## config.mk

```make
export PLATFORM = sky130hd
export DESIGN_NAME = uart_tx_arbiter
export DESIGN_NICKNAME = d
export VERILOG_FILES = /design/src/rtl/uart_arb_pkg.sv /design/src/rtl/rr_picker.sv /design/src/rtl/uart_tx_arbiter.sv
export SDC_FILE = /design/constraint.sdc
export NUM_CORES = 1
export LEC_CHECK = 0
export CORE_MARGIN = 1
export CORE_UTILIZATION = 38
export DETAILED_ROUTE_END_ITERATION = 6
export PLACE_DENSITY_LB_ADDON = 0.2
export SLEW_MARGIN = 20
export SYNTH_ARGS = -nofsm -noshare
export SYNTH_HDL_FRONTEND = slang
export SYNTH_HIERARCHICAL = 1
export SYNTH_SLANG_ARGS = --single-unit
export TNS_END_PERCENT = 50
```

## constraint.sdc

```tcl
create_clock -name clk -period 2.7 [get_ports clk]
set_clock_uncertainty 0.2 [all_clocks]
set_input_delay 0.675 -clock clk [delete_from_list [all_inputs] [get_ports clk]]
set_output_delay 0.675 -clock clk [all_outputs]
set_load 0.03 [all_outputs]
```

## src/rtl/uart_arb_pkg.sv

```systemverilog
// Shared types and defaults for the UART transmit arbiter.
package uart_arb_pkg;

    localparam int unsigned DefaultNreq    = 4;
    localparam int unsigned DefaultTimeout = 1024;

    typedef logic [7:0] byte_t;

    typedef enum logic {
        StIdle = 1'b0,
        StLock = 1'b1
    } arb_state_e;

endpackage

```

## src/rtl/rr_picker.sv

```systemverilog
// Round-robin selector: first set bit of valid_i at or after (ptr_i+1) mod NREQ.
module rr_picker #(
    parameter int unsigned NREQ = 4
) (
    input  logic [NREQ-1:0]         valid_i,
    input  logic [$clog2(NREQ)-1:0] ptr_i,
    output logic                    found_o,
    output logic [$clog2(NREQ)-1:0] idx_o
);

    localparam int unsigned W = $clog2(NREQ);

    logic [W-1:0] cand;

    // Walk from the farthest candidate back to the nearest so the nearest wins.
    always_comb begin
        found_o = 1'b0;
        idx_o   = '0;
        cand    = '0;
        for (int i = NREQ - 1; i >= 0; i--) begin
            cand = W'((32'(ptr_i) + 32'(i) + 32'd1) % NREQ);
            if (valid_i[cand]) begin
                found_o = 1'b1;
                idx_o   = cand;
            end
        end
    end

endmodule

```

## src/rtl/uart_tx_arbiter.sv

```systemverilog
// Packet-granular round-robin arbiter feeding one UART byte stream through a
// single output byte register, with a mid-packet stall timeout.
module uart_tx_arbiter
    import uart_arb_pkg::*;
#(
    parameter int unsigned NREQ    = DefaultNreq,
    parameter int unsigned TIMEOUT = DefaultTimeout
) (
    input  logic                    clk,
    input  logic                    nrst,
    input  logic [NREQ-1:0]         req_valid,
    input  byte_t [NREQ-1:0]        req_data,
    input  logic [NREQ-1:0]         req_last,
    output logic [NREQ-1:0]         req_ready,
    output logic [7:0]              tx_tdata,
    output logic                    tx_tvalid,
    input  logic                    tx_tready,
    output logic [$clog2(NREQ)-1:0] grant_id,
    output logic                    busy,
    output logic                    timeout
);

    localparam int unsigned GW = $clog2(NREQ);
    localparam int unsigned CW = $clog2(TIMEOUT);
    localparam logic [CW-1:0] StallMax = CW'(TIMEOUT - 1);

    arb_state_e    state_q, state_d;
    logic [GW-1:0] grant_q, grant_d;
    logic [GW-1:0] rr_ptr_q, rr_ptr_d;
    logic [CW-1:0] stall_q, stall_d;
    byte_t         tdata_q, tdata_d;
    logic          tvalid_q, tvalid_d;
    logic          timeout_q, timeout_d;

    logic          pick_found;
    logic [GW-1:0] pick_idx;
    logic          lock, tx_free, sel_valid, sel_last, req_hs, expire;

    rr_picker #(
        .NREQ(NREQ)
    ) u_picker (
        .valid_i(req_valid),
        .ptr_i  (rr_ptr_q),
        .found_o(pick_found),
        .idx_o  (pick_idx)
    );

    always_comb begin
        lock      = (state_q == StLock);
        tx_free   = !tvalid_q || tx_tready;
        sel_valid = req_valid[grant_q];
        sel_last  = req_last[grant_q];
        req_hs    = lock && sel_valid && tx_free;
        // A handshake on the expiry cycle clears the counter, so it wins.
        expire    = lock && !req_hs && (stall_q == StallMax);
    end

    always_comb begin
        state_d   = state_q;
        grant_d   = grant_q;
        rr_ptr_d  = rr_ptr_q;
        stall_d   = stall_q;
        timeout_d = 1'b0;
        unique case (state_q)
            StIdle: begin
                stall_d = '0;
                if (pick_found) begin
                    grant_d = pick_idx;
                    state_d = StLock;
                end
            end
            StLock: begin
                if (req_hs) begin
                    stall_d = '0;
                    if (sel_last) begin
                        state_d  = StIdle;
                        rr_ptr_d = grant_q;
                    end
                end else if (expire) begin
                    state_d   = StIdle;
                    rr_ptr_d  = grant_q;
                    stall_d   = '0;
                    timeout_d = 1'b1;
                end else if (!sel_valid) begin
                    stall_d = stall_q + CW'(1);
                end
            end
            default: state_d = StIdle;
        endcase
    end

    always_comb begin
        tdata_d  = tdata_q;
        tvalid_d = tvalid_q;
        if (req_hs) begin
            tdata_d  = req_data[grant_q];
            tvalid_d = 1'b1;
        end else if (tvalid_q && tx_tready) begin
            tvalid_d = 1'b0;
        end
    end

    always_ff @(posedge clk or negedge nrst) begin
        if (!nrst) begin
            state_q   <= StIdle;
            grant_q   <= '0;
            rr_ptr_q  <= GW'(NREQ - 1);
            stall_q   <= '0;
            tdata_q   <= '0;
            tvalid_q  <= 1'b0;
            timeout_q <= 1'b0;
        end else begin
            state_q   <= state_d;
            grant_q   <= grant_d;
            rr_ptr_q  <= rr_ptr_d;
            stall_q   <= stall_d;
            tdata_q   <= tdata_d;
            tvalid_q  <= tvalid_d;
            timeout_q <= timeout_d;
        end
    end

    always_comb begin
        req_ready = '0;
        for (int i = 0; i < NREQ; i++) begin
            req_ready[i] = lock && (grant_q == GW'(i)) && tx_free;
        end
    end

    assign tx_tdata  = tdata_q;
    assign tx_tvalid = tvalid_q;
    assign grant_id  = grant_q;
    assign busy      = lock;
    assign timeout   = timeout_q;

endmodule

```

* Word-level counts from Yosys, hierarchy flattened *
Cells that the tools add are included.

operators by class
  add/subtract/negate cells = 7
  magnitude comparators = 5
  reduce and logical (&&, ||, !) cells = 21
  bitwise gates (word level) = 1
  multiplexer cells = 39
  equality and inequality tests = 6

operators by type and width
  operator                                               count
  2-to-1 mux 10 bit                                      3
  case mux 10 bit (2 select lines)                       1
  2-to-1 mux 1 bit                                       19
  binary-select mux 8 bit (select 2 bit)                 1
  < comparator 2 x 3 -> 1 bit, second input constant     5
  2-to-1 mux 2 bit                                       7
  logical AND 1 bit                                      13
  binary-select mux 1 bit (select 2 bit)                 6
  adder 10 x 1 -> 10 bit, second input constant          1
  equality test 10 bit, second input constant            1
  adder 2 x 1 -> 2 bit, second input constant            4
  2-to-1 mux 8 bit                                       1
  adder 2 bit, second input constant                     2
  equality test 2 bit, second input constant             2
  inequality test 4 x 2 -> 1 bit, second input constant  1
  nonzero test 2 bit                                     2
  AND reduction 3 bit                                    1
  equality test 2 x 1 -> 1 bit, second input constant    1
  logical NOT 1 bit                                      2
  logical NOT 2 bit                                      1
  inequality test 2 bit, second input constant           1
  case mux 1 bit (2 select lines)                        1
  AND reduction 2 bit                                    1
  logical OR 1 bit                                       1
  inverter 1 bit                                         1

storage, ports and cells
  input bits = 43
  logic and storage cells = 86
  register bits = 25

* Logic depth before layout (Yosys ltp) *
Gate-level depths: netlist (run 1).

  depth after elaboration = 10
  mapped depth = 6
  gate-level depth less buffers = 5

* By module *
The synthesis (run 1) kept the hierarchy.

modules (own cells, without submodules)
  module           instances  area each (um^2)  sequential area each (um^2)  cells each
  uart_tx_arbiter  1          1,411.4           628.1                        119
  rr_picker        1          83.8              0.0                          14

* Worst setup path after synthesis (run 1) *
Ideal clock, no wire load.

  path kind = register -> output
  start = register grant_q[1] (netlist: grant_id[1])
  end = output port req_ready[2]
  data required time = 1.825 ns
  buffers on the path = 1
  slack = 0.104 ns
  stages on the path, launching flop included = 4
  arrival time = 1.721 ns
  cell sequence = dfrtp_1 > clkbuf_1 > inv_1 > nor3_1

on the way
  word-level cells in the longest chain between the ends = 3

ends and longest elaborated chain
  element                          line                    RTL
  start: declaration               uart_tx_arbiter.sv:28   logic [GW-1:0] grant_q, grant_d;
  start signal: assignment         uart_tx_arbiter.sv:114  grant_q <= grant_d;
  equality test 2 bit              uart_tx_arbiter.sv:126  req_ready[i] = lock && (grant_q == GW'(i)) && tx_free;
  logical AND 1 bit (2 in series)  uart_tx_arbiter.sv:126
  end: declaration                 uart_tx_arbiter.sv:14   output logic [NREQ-1:0] req_ready,

Every way passes these cells.

* Worst setup path in the final report (run 1) *
  start = input port tx_tready
  end = output port req_ready[2]

on the way
  word-level cells in the longest chain between the ends = 2

ends and longest elaborated chain
  element             line                    RTL
  start: declaration  uart_tx_arbiter.sv:17   input logic tx_tready,
  logical OR 1 bit    uart_tx_arbiter.sv:50   tx_free = !tvalid_q || tx_tready;
  logical AND 1 bit   uart_tx_arbiter.sv:126

Every way passes these cells.

==> results of run 1 <==
## where the power goes
part | total [mW] | leakage (nW) | switching [mW] | internal, mW
combinational | 1.36 | 0.576 | 0.678 | 0.681
clock | 0.213 | 0.0228 | 0.108 | 0.105
sequential | 0.618 | 0.311 | 0.107 | 0.512
## cells in the final DEF, fill, tap and decap left out, drive strengths merged, types with 2 or more instances in the layout
master	n
nand2	10
o311ai	2
dfrtp	23
buf	15
nand2b	4
mux2	11
dfstp	2
nor2b	3
or3	3
clkbuf	4
xnor2	4
mux4	10
nor4	2
or4	3
o21ai	4
nand3	8
clkdlybuf4s50	55
inv	4
a21oi	3
o22ai	2
nor3	2
nor2	16
## sequential cells by signal, indices dropped and copies added (netlist names)
name       count
timeout        1
busy           1
stall_q       10
rr_ptr_q       2
grant_id       2
tx_tdata       8
tx_tvalid      1
## stage by stage
stage,hold WS (ps),instance area [sq um],TNS [ps],cells
after floorplan,179,1500,0,133
after CTS,312,2240,0,249
after detailed placement,293,2200,-165,245
final,309,2250,0,249
after global placement,289,2200,-35.5,245
after global routing,335,2250,0,249
## metal layers
metal / share of wire [%] / track usage [%] / up-vias / routed length [um]
met1: 43 / 23.6 / 629 / 1580
met2: 49 / 31.9 / 44 / 1810
met5: 0 / 0 / - / 0
met3: 6.8 / 5.28 / 2 / 248
met4: 0.60 / 5.00 / 0 / 22
li1: - / - / 624 / -
## final timing paths
check / to / depth (start not counted)
setup / recovery: req_ready[2] / 5
hold / removal: tx_tdata[3] / 1
setup reg to reg: rr_ptr_q[0] / 5
hold reg to reg: tx_tdata[3] / 1
max in group asynchronous: rr_ptr_q[1] / 2
min in group asynchronous: tx_tdata[2] / 2
## kinds of logic (layout without fill, tap and decap cells)
logic type | Yosys count | after routing
AO/OA/AOI/OAI | 15 | 15
flip-flops | 25 | 25
AND/OR/NAND/NOR | 55 | 55
XOR/XNOR | 5 | 5
adder cells (fa/ha/maj) | 1 | 1
buffers and inverters | 10 | 78
multiplexers | 22 | 22
## synth_stat cells
| library cell | number |
|---|---|
| dfrtp_1 | 23 |
| nor2_1 | 16 |
| mux2_2 | 11 |
| mux4_2 | 10 |
| nand2_1 | 10 |
| nand3_1 | 8 |
| inv_1 | 4 |
| nand2b_1 | 4 |
| xnor2_1 | 4 |
| clkbuf_1 | 3 |
| nor2b_1 | 3 |
| o21ai_0 | 3 |
| or3_1 | 3 |
| a21oi_1 | 2 |
| dfstp_2 | 2 |
| nor3_1 | 2 |
| o22ai_1 | 2 |
| or4_1 | 2 |
| a21bo_2 | 1 |
| a21o_1 | 1 |
| a21oi_2 | 1 |
| a311oi_1 | 1 |
| and2b_4 | 1 |
| and3_1 | 1 |
| and4_1 | 1 |
| buf_2 | 1 |
| buf_4 | 1 |
| buf_6 | 1 |
| ha_1 | 1 |
| mux2i_1 | 1 |
| nor4_1 | 1 |
| nor4_4 | 1 |
| o21ai_2 | 1 |
| o21bai_1 | 1 |
| o311ai_0 | 1 |
| o311ai_1 | 1 |
| or2_1 | 1 |
| or4_4 | 1 |
| xor2_1 | 1 |
## worst max-delay path: cells and delay by family
family / cells / cell delay [ps]
AND/OR/NAND/NOR: 3 / 380
buffers and inverters: 2 / 630
## repair_timing
item / in CTS / in global routing
gates resized for setup: 0 / 2
endpoints found under the setup margin: 0 / 1
hold buffers: 0 / 0
## cell type report
class                   instances  area, sq um
inverters                       4         15.0
multi-input cells              98          827
flip-flops and latches         25          628
repair buffers                 70          676
fillers                       308         1470
well taps                      48         60.1
clock buffers                   4         45.0
==> out/results.tsv, run 1 <==
stage	metric	value	unit
yosys	Compound-Gate Fraction of Synth Area	7.11	%
status	status	finished clean	
die	core box area	3720	sq um
clocking	CTS sink count	25	
timing	Highest Clock Rate	0.390	GHz
cells_and_area	fin nets	246	
die	Die Ht	64.7	um
timing	final setup violating endpoints	0	
yosys	#FFs+latches synth	25	
placed_design	final RePlAce weighted congestion	0.787	
min_path	worst min-delay path class	reg -> reg	
timing	Period Utilization, post-route	94.9	%
yosys	syn_area_per_cell	11.2	sq um
yosys	post-synth top area cell	dfrtp_1	
yosys	Syn. warnings	6	
placed_design	post-DP HPWL	2870	um
clocking	H-tree depth reported by CTS	1	
die	Starting Density	40.2	%
power	Tot Pwr	2.19	mW
route	final WL	3670	um
cells_and_area	Util after Layout	60.6	%
route	Routed Antenna Nets	0	
power	Pwr Density	973	nW/um^2
clocking	Clk Latency, worst-skew pair	260	ps
yosys	top post-synthesis cells by area	dfrtp_1 (38%), mux4_2 (15%), mux2_2 (8.3%)	
setup_path	CP Class	in -> out	
route	routed vias	1299	
setup_path	worst r2r src	grant_id[0]	
yosys	synthesized area	1500	sq um
global_routing	GRT Total Usage	18.9	%
power	peak supply drop	0.557	mV
timing	fin crit period	2560	ps
setup_path	Worst setup EP type	output port	
power	Leak Pwr	0.910	nW
global_routing	first-pass GRT wire length	6090	um
yosys	Netlist cell types	39	
timing	Final Hold Fails	0	
min_path	hold wc startpoint	tx_tdata[3]	
placed_design	DP Worst Slack	-60.0	ps
route	drc violations	0	
clocking	CTS root buf	clkbuf_8	
route	detail-routed via count per cell	5.22	
setup_path	CP cell instances	clkdlybuf4s50_1, nand2b_1, nand2_1, nor3_2, buf_4	
clocking	CTS tree	built	
route	drt pass-1 iters	4	
job	Max Cap Viol	0	
global_routing	initial antenna violation count	0	
yosys	Yosys top cell area share	38.5	%
setup_path	crit path max fanout	3	
clocking	clk buf depth	2	
setup_path	Worst path max stage delay	440	ps
clocking	clock-pin slew on the worst setup and hold paths	80	ps
die	Ports	60	
clocking	post-CTS setup repair buffer count	0	
global_routing	Remaining Overflow, GRT	0	
route	DR WL/cell	14.7	um
yosys	post-synth net total	177	
yosys	simple-gate area share of the yosys netlist	19.7	%
yosys	xor/xnor share of the synthesized area	2.93	%
setup_path	Worst EP arrival	1690	ps
yosys	post-synthesis adder-cell area fraction	0.837	%
yosys	mux share of post-synthesis cell area	24.0	%
timing	slack of the critical path	137	ps
timing	Slew headroom	77.2	%
setup_path	startpoint class of the critical path	input pin	
setup_path	slowest CP cell	clkdlybuf4s50_1	
global_routing	vias in the first global route	1283	
timing	Slew Limit Fails	0	
setup_path	CP required	1820	ps
placed_design	Buffers on Ports	59	
timing	Worst Tran Pin Value	342	ps
yosys	largest family of logic cells by synthesized area	multiplexers	
cells_and_area	diode count	0	
cells_and_area	fraction of layout cells with a size suffix above 1	24.4	%
die	die area	4190	sq um
setup_path	Crit. Startpoint	tx_tready	
die	width of the die	64.7	um
setup_path	Reg2Reg Setup Slack	480	ps
yosys	Cells after Synth	133	
route	Iteration-0 DRC Markers	28	
die	Rows	22	
cells_and_area	Area growth syn-to-layout	50.5	%
clocking	CTS buffer count	3	
global_routing	largest net degree at the start of global routing	26	
yosys	post-synthesis sequential area ratio	42.0	%
timing	RSZ-0062 raised after global routing	false	
Note: power is estimated with default switching activity, not from simulation.
==> inputs of run 2 (changes only) <==
- CORE_ASPECT_RATIO: unset -> 0.7
- CTS_BUF_LIST: unset -> sky130_fd_sc_hd__clkbuf_4
==> run 2 against run 1 <==
Net effect: die area is 0.10% higher; worst hold slack better by 17 ps; maximum frequency shrank 0.91%; sequential power is 4.9% higher; combinational power barely moved; clock power is 18% lower; final cell count rose by 0.80%; via count increased by 0.92%; critical path type unchanged; largest cell class unchanged; largest power group unchanged.
==> out/results.tsv, run 2 (synthesized netlist as in run 1, its figures left out) <==
stage	metric	value	unit
placed_design	Buffers on Ports	59	
global_routing	first-pass GRT wire length	5980	um
clocking	H-tree depth reported by CTS	1	
placed_design	DP Cell Count	247	
timing	worst hold slack	326	ps
global_routing	largest net degree at the start of global routing	26	
cells_and_area	Area growth syn-to-layout	49.1	%
setup_path	Worst setup EP type	output port	
clocking	CTS sink count	25	
cells_and_area	fraction of layout cells with a size suffix above 1	24.9	%
setup_path	CP delay by family, top	buffers and inverters	
route	Routed Antenna Nets	0	
timing	setup tns final	0	ps
die	Rows	18	
route	detail-routed via count per cell	5.22	
setup_path	crit path max fanout	3	
setup_path	R2R depth	4	
die	die area	4190	sq um
timing	Slew headroom	73.4	%
clocking	Clk Latency, worst-skew pair	330	ps
setup_path	Worst path max stage delay	450	ps
setup_path	slowest CP cell	clkdlybuf4s50_1	
placed_design	final RePlAce weighted congestion	0.792	
clocking	CTS root buf	clkbuf_4	
cells_and_area	fin nets	246	
min_path	hold wc startpoint	tx_tdata[4]	
route	final WL	3840	um
cells_and_area	number of flip-flops under the largest register name	10	
cells_and_area	Layout Cell Area excl Fill	2230	sq um
timing	Highest Clock Rate	0.387	GHz
placed_design	post-DP HPWL	3050	um
die	core box area	3650	sq um
die	width of the die	77.0	um
cells_and_area	Sequential Area	629	sq um
cells_and_area	Fillers	291	
die	Ports	60	
setup_path	worst r2r src	grant_id[0]	
die	Die Ht	54.5	um
setup_path	Critical path buffers and inverters	2	
cells_and_area	area of the multi-input gates	820	sq um
clocking	clk buf depth	2	
timing	final setup violating endpoints	0	
cells_and_area	commonest non-fill, non-tap cell in the layout	clkdlybuf4s50_1	
status	status	finished clean	
setup_path	crit path to	req_ready[0]	
timing	Slew Limit Fails	0	
setup_path	CP required	1820	ps
die	Starting Density	41.0	%
cells_and_area	Top reg by flops	stall_q	
setup_path	startpoint class of the critical path	input pin	
timing	fin crit period	2590	ps
setup_path	Worst EP arrival	1710	ps
setup_path	Crit. Startpoint	tx_tready	
power	Pwr Density	968	nW/um^2
clocking	CTS buffer count	3	
clocking	clock-pin slew on the worst setup and hold paths	130	ps
cells_and_area	Finished Layout Cells	251	
global_routing	vias in the first global route	1248	
timing	Worst Tran Pin Value	399	ps
setup_path	RR Endpoint	rr_ptr_q[1]	
cells_and_area	most frequent cells in the layout	clkdlybuf4s50_1 (55), dfrtp_1 (22), nor2_1 (16)	
timing	Period Utilization, post-route	95.8	%
route	drt pass-1 iters	5	
timing	Final Hold Fails	0	
power	peak supply drop	0.518	mV
setup_path	Worst path depth	5	
route	DR WL/cell	15.3	um
setup_path	CP cell instances	clkdlybuf4s50_1, nand2b_2, nand2_1, nor3_1, buf_4	
route	drc violations	0	
timing	RSZ-0062 raised after global routing	false	
global_routing	initial antenna violation count	0	
global_routing	GRT Total Usage	19.3	%
global_routing	Remaining Overflow, GRT	0	
route	routed vias	1311	
power	Leak Pwr	0.902	nW
job	Max Cap Viol	0	
min_path	worst min-delay path class	reg -> reg	
clocking	CTS tree	built	
cells_and_area	diode count	0	
setup_path	CP Class	in -> out	
route	Iteration-0 DRC Markers	63	
placed_design	Area after DPL	2200	sq um
setup_path	Reg2Reg Setup Slack	460	ps
-- run 2: cell count changes in the layout (fill, tap and decap cells not counted) --
cell      delta
dfrtp_1      -1
nand2b_2     +1
dfrtp_2      +1
clkinv_2     +1
clkbuf_1     -1
nor3_2       -2
clkbuf_8     -3
nand2b_1     -1
nor3_1       +2
clkbuf_4     +3
-- run 2: layout make-up --
type | count | area share [%]
Timing Repair Buffer | 70 | 30.3
Clock inverter | 1 | 0.224
Clock buffer | 3 | 1.01
Tap cell | 50 | 2.81
Inverter | 4 | 0.673
Multi-Input combinational cell | 98 | 36.8
Sequential cell | 25 | 28.2
-- run 2: worst min-delay path by stage --
stage             endpoint  depth (start not counted)  slack [ps]
2_1_floorplan         busy                          0         180
3_3_place_gp   tx_tdata[1]                          1         290
3_5_place_dp   tx_tdata[5]                          1         300
4_1_cts        tx_tdata[4]                          1         330
5_1_grt        tx_tdata[1]                          1         360
6_report       tx_tdata[4]                          1         330
-- run 2: worst reg2reg max path: cells and delay by family, from the launching register on --
| kind | cells | cell delay (ps) |
|---|---|---|
| DFF | 1 | 480 |
| AOI/OAI and AO/OA | 2 | 460 |
| muxes | 2 | 1040 |
-- run 2: what timing repair did --
item / in CTS / in global routing
gates resized for setup: 0 / 2
setup endpoints to repair: 0 / 2
setup buffers: 0 / 0
hold buffers: 0 / 0
-- run 2: per-stage QoR --
stage          total power [mW]  util, %  setup slack (ps)
3_3_place_gp               1.95     60.3              -155
4_1_cts                    2.17     61.0              62.8
6_report                   2.16     61.1               114
5_1_grt                    2.30     61.1              23.6
3_5_place_dp               2.00     60.3              -213
2_1_floorplan              1.48        -               104
-- run 2: layer usage --
| metal | routed length [um] | part of all wire, % | vias up | track usage [%] |
|---|---|---|---|---|
| met3 | 168 | 4.4 | 4 | 4.00 |
| met1 | 1740 | 45 | 648 | 24.7 |
| met2 | 1890 | 49 | 38 | 33.6 |
| met5 | 0 | 0 | - | 0 |
| li1 | - | - | 621 | - |
| met4 | 42 | 1.1 | 0 | 6.29 |
-- run 2: power breakdown --
group	switching (mW)	internal (mW)	total [mW]
combinational	0.650	0.686	1.34
clock	0.119	0.0555	0.174
sequential	0.136	0.512	0.648
total	0.904	1.25	2.16
==> inputs of run 3 (changes only) <==
- ABC_AREA: unset -> 0
- CTS_CLUSTER_SIZE: unset -> 30
- clock period: 2.7 -> 3.1 ns (I/O delays scaled with it)
==> run 3 against run 2 <==
Net effect: worst hold slack lost 1.7 ps; clock-buffer cell count grew 1; clock power shrank 12%; critical endpoint is now req_ready[2]; via count shrank 2.4%; combinational power shrank 17%.
==> out/results.tsv, run 3 (synthesized netlist as in run 1, its figures left out) <==
stage	metric	value	unit
timing	final setup violating endpoints	0	
die	Die Ht	54.5	um
setup_path	Reg2Reg Setup Slack	640	ps
placed_design	Buffers on Ports	59	
power	Comb power frac	60.7	%
setup_path	Worst setup EP type	output port	
setup_path	RR Endpoint	rr_ptr_q[0]	
setup_path	Critical path buffers and inverters	2	
cells_and_area	fin nets	243	
clocking	CTS root buf	clkbuf_4	
power	Pint	1.07	mW
global_routing	first-pass GRT wire length	5660	um
cells_and_area	number of flip-flops under the largest register name	10	
cells_and_area	diode count	0	
min_path	WHS Path Cells	1	
power	register share of total power	30.9	%
global_routing	initial antenna violation count	0	
die	Ports	60	
min_path	hold wc startpoint	tx_tdata[4]	
global_routing	vias in the first global route	1211	
clocking	cts-stage hold buffer count	0	
route	M1 WL	1630	um
cells_and_area	Top reg by flops	stall_q	
cells_and_area	fraction of layout cells with a size suffix above 1	22.7	%
setup_path	Crit. Startpoint	tx_tready	
clocking	clk buf depth	2	
global_routing	GRT Total Usage	17.6	%
route	top layer in use	met4	
route	DR WL/cell	14.3	um
min_path	worst min-delay path class	reg -> reg	
timing	Period Utilization, post-route	93.8	%
setup_path	CP Class	in -> out	
timing	Highest Clock Rate	0.344	GHz
die	Starting Density	41.0	%
die	core box area	3650	sq um
setup_path	R2R depth	4	
power	Pwr Density	830	nW/um^2
cells_and_area	commonest non-fill, non-tap cell in the layout	clkdlybuf4s50_1	
placed_design	final RePlAce weighted congestion	0.863	
route	detail-routed via count per cell	5.16	
route	drc violations	0	
setup_path	CP required	2120	ps
setup_path	Worst path max stage delay	460	ps
clocking	CTS sink count	25	
job	Max Cap Viol	0	
placed_design	Area after DPL	2160	sq um
route	Iteration-0 DRC Markers	49	
clocking	H-tree depth reported by CTS	1	
clocking	post-CTS setup repair buffer count	0	
setup_path	CP cell instances	clkdlybuf4s50_1, nand2b_1, nand2_1, nor3_1, buf_4	
cells_and_area	most frequent cells in the layout	clkdlybuf4s50_1 (55), dfrtp_1 (23), nor2_1 (16)	
setup_path	CP delay by family, top	buffers and inverters	
route	final WL	3550	um
timing	Slew Limit Fails	0	
setup_path	crit path max fanout	6	
power	peak supply drop	0.379	mV
die	Rows	18	
timing	Final Hold Fails	0	
power	Net Sw Frac	41.4	%
clocking	post-cts sizing count	0	
placed_design	post-DP HPWL	2840	um
die	width of the die	77.0	um
setup_path	startpoint class of the critical path	input pin	
cells_and_area	Layout Cell Area excl Fill	2190	sq um
die	die area	4190	sq um
timing	Slew headroom	71.9	%
timing	RSZ-0062 raised after global routing	false	
min_path	Hold Path Sink	tx_tdata[4]	
power	clock share of power	8.4	%
power	Leak Pwr	0.884	nW
clocking	CTS buffer count	3	
clocking	Clk Latency, worst-skew pair	320	ps
cells_and_area	Area growth syn-to-layout	46.7	%
timing	setup tns final	0	ps
timing	fin crit period	2910	ps
clocking	CTS tree	built	
route	drt pass-1 iters	4	
route	met3 WL post-DR	203	um
timing	Worst Tran Pin Value	421	ps
route	routed vias	1280	
status	status	finished clean	
setup_path	slowest CP cell	clkdlybuf4s50_1	
setup_path	worst r2r src	grant_id[0]	
global_routing	largest net degree at the start of global routing	26	
setup_path	Worst EP arrival	1930	ps
global_routing	Remaining Overflow, GRT	0	
route	Routed Antenna Nets	0	
clocking	clock-pin slew on the worst setup and hold paths	130	ps
cells_and_area	Fillers	321	
route	met2 wire len	1660	um
power	Switch Pwr	754	uW
run 3: cell count changes in the layout (fill, tap and decap cells not counted):
cell	change
buf_4	-2
nand2b_2	-1
nand2b_1	+1
dfrtp_2	-1
clkinv_2	-1
dfrtp_1	+1
clkbuf_4	+1
buf_12	-1
run 3: per-layer routing:
metal | vias to the layer above | GRT usage [%]
li1 | 621 | -
met1 | 613 | 23.1
met2 | 40 | 28.9
met3 | 6 | 4.33
met4 | 0 | 6.92
met5 | - | 0
run 3: area by class of cell:
type / instances / area (sq um) / area share (%)
Clock buffer: 4 / 30.0 / 1.37
Inverter: 4 / 15.0 / 0.685
Multi-Input combinational cell: 98 / 817 / 37.3
Sequential cell: 25 / 628 / 28.6
Tap cell: 50 / 62.6 / 2.85
Timing Repair Buffer: 67 / 641 / 29.2
run 3: worst max path at each step:
stage | end | slack, ps | cells after the start
after floorplan | req_ready[2] | 400 | 3
after global placement | rr_ptr_q[1] | 130 | 5
after detailed placement | rr_ptr_q[0] | 80 | 5
after CTS | req_ready[2] | 180 | 5
after global routing | req_ready[0] | 30 | 5
final | req_ready[2] | 190 | 5
run 3: stage by stage:
| step | power [mW] | worst slack, ps | util, % | instances | hold WS, ps |
|---|---|---|---|---|---|
| after floorplan | 1.29 | 404 | - | 133 | 279 |
| after global placement | 1.66 | 129 | 59.3 | 244 | 287 |
| after detailed placement | 1.69 | 75.9 | 59.3 | 244 | 298 |
| after CTS | 1.84 | 176 | 60.1 | 248 | 329 |
| after global routing | 1.96 | 35.0 | 60.1 | 248 | 352 |
| final | 1.82 | 194 | 60.1 | 248 | 324 |
run 3: power groups by stage:
stage	clock (mW)	combinational (mW)	sequential (mW)
detailed placement	0	1.11	0.571
floorplan	0	0.614	0.675
global placement	0	1.09	0.566
global route	0.177	1.20	0.583
CTS	0.161	1.12	0.564
finish	0.153	1.11	0.561
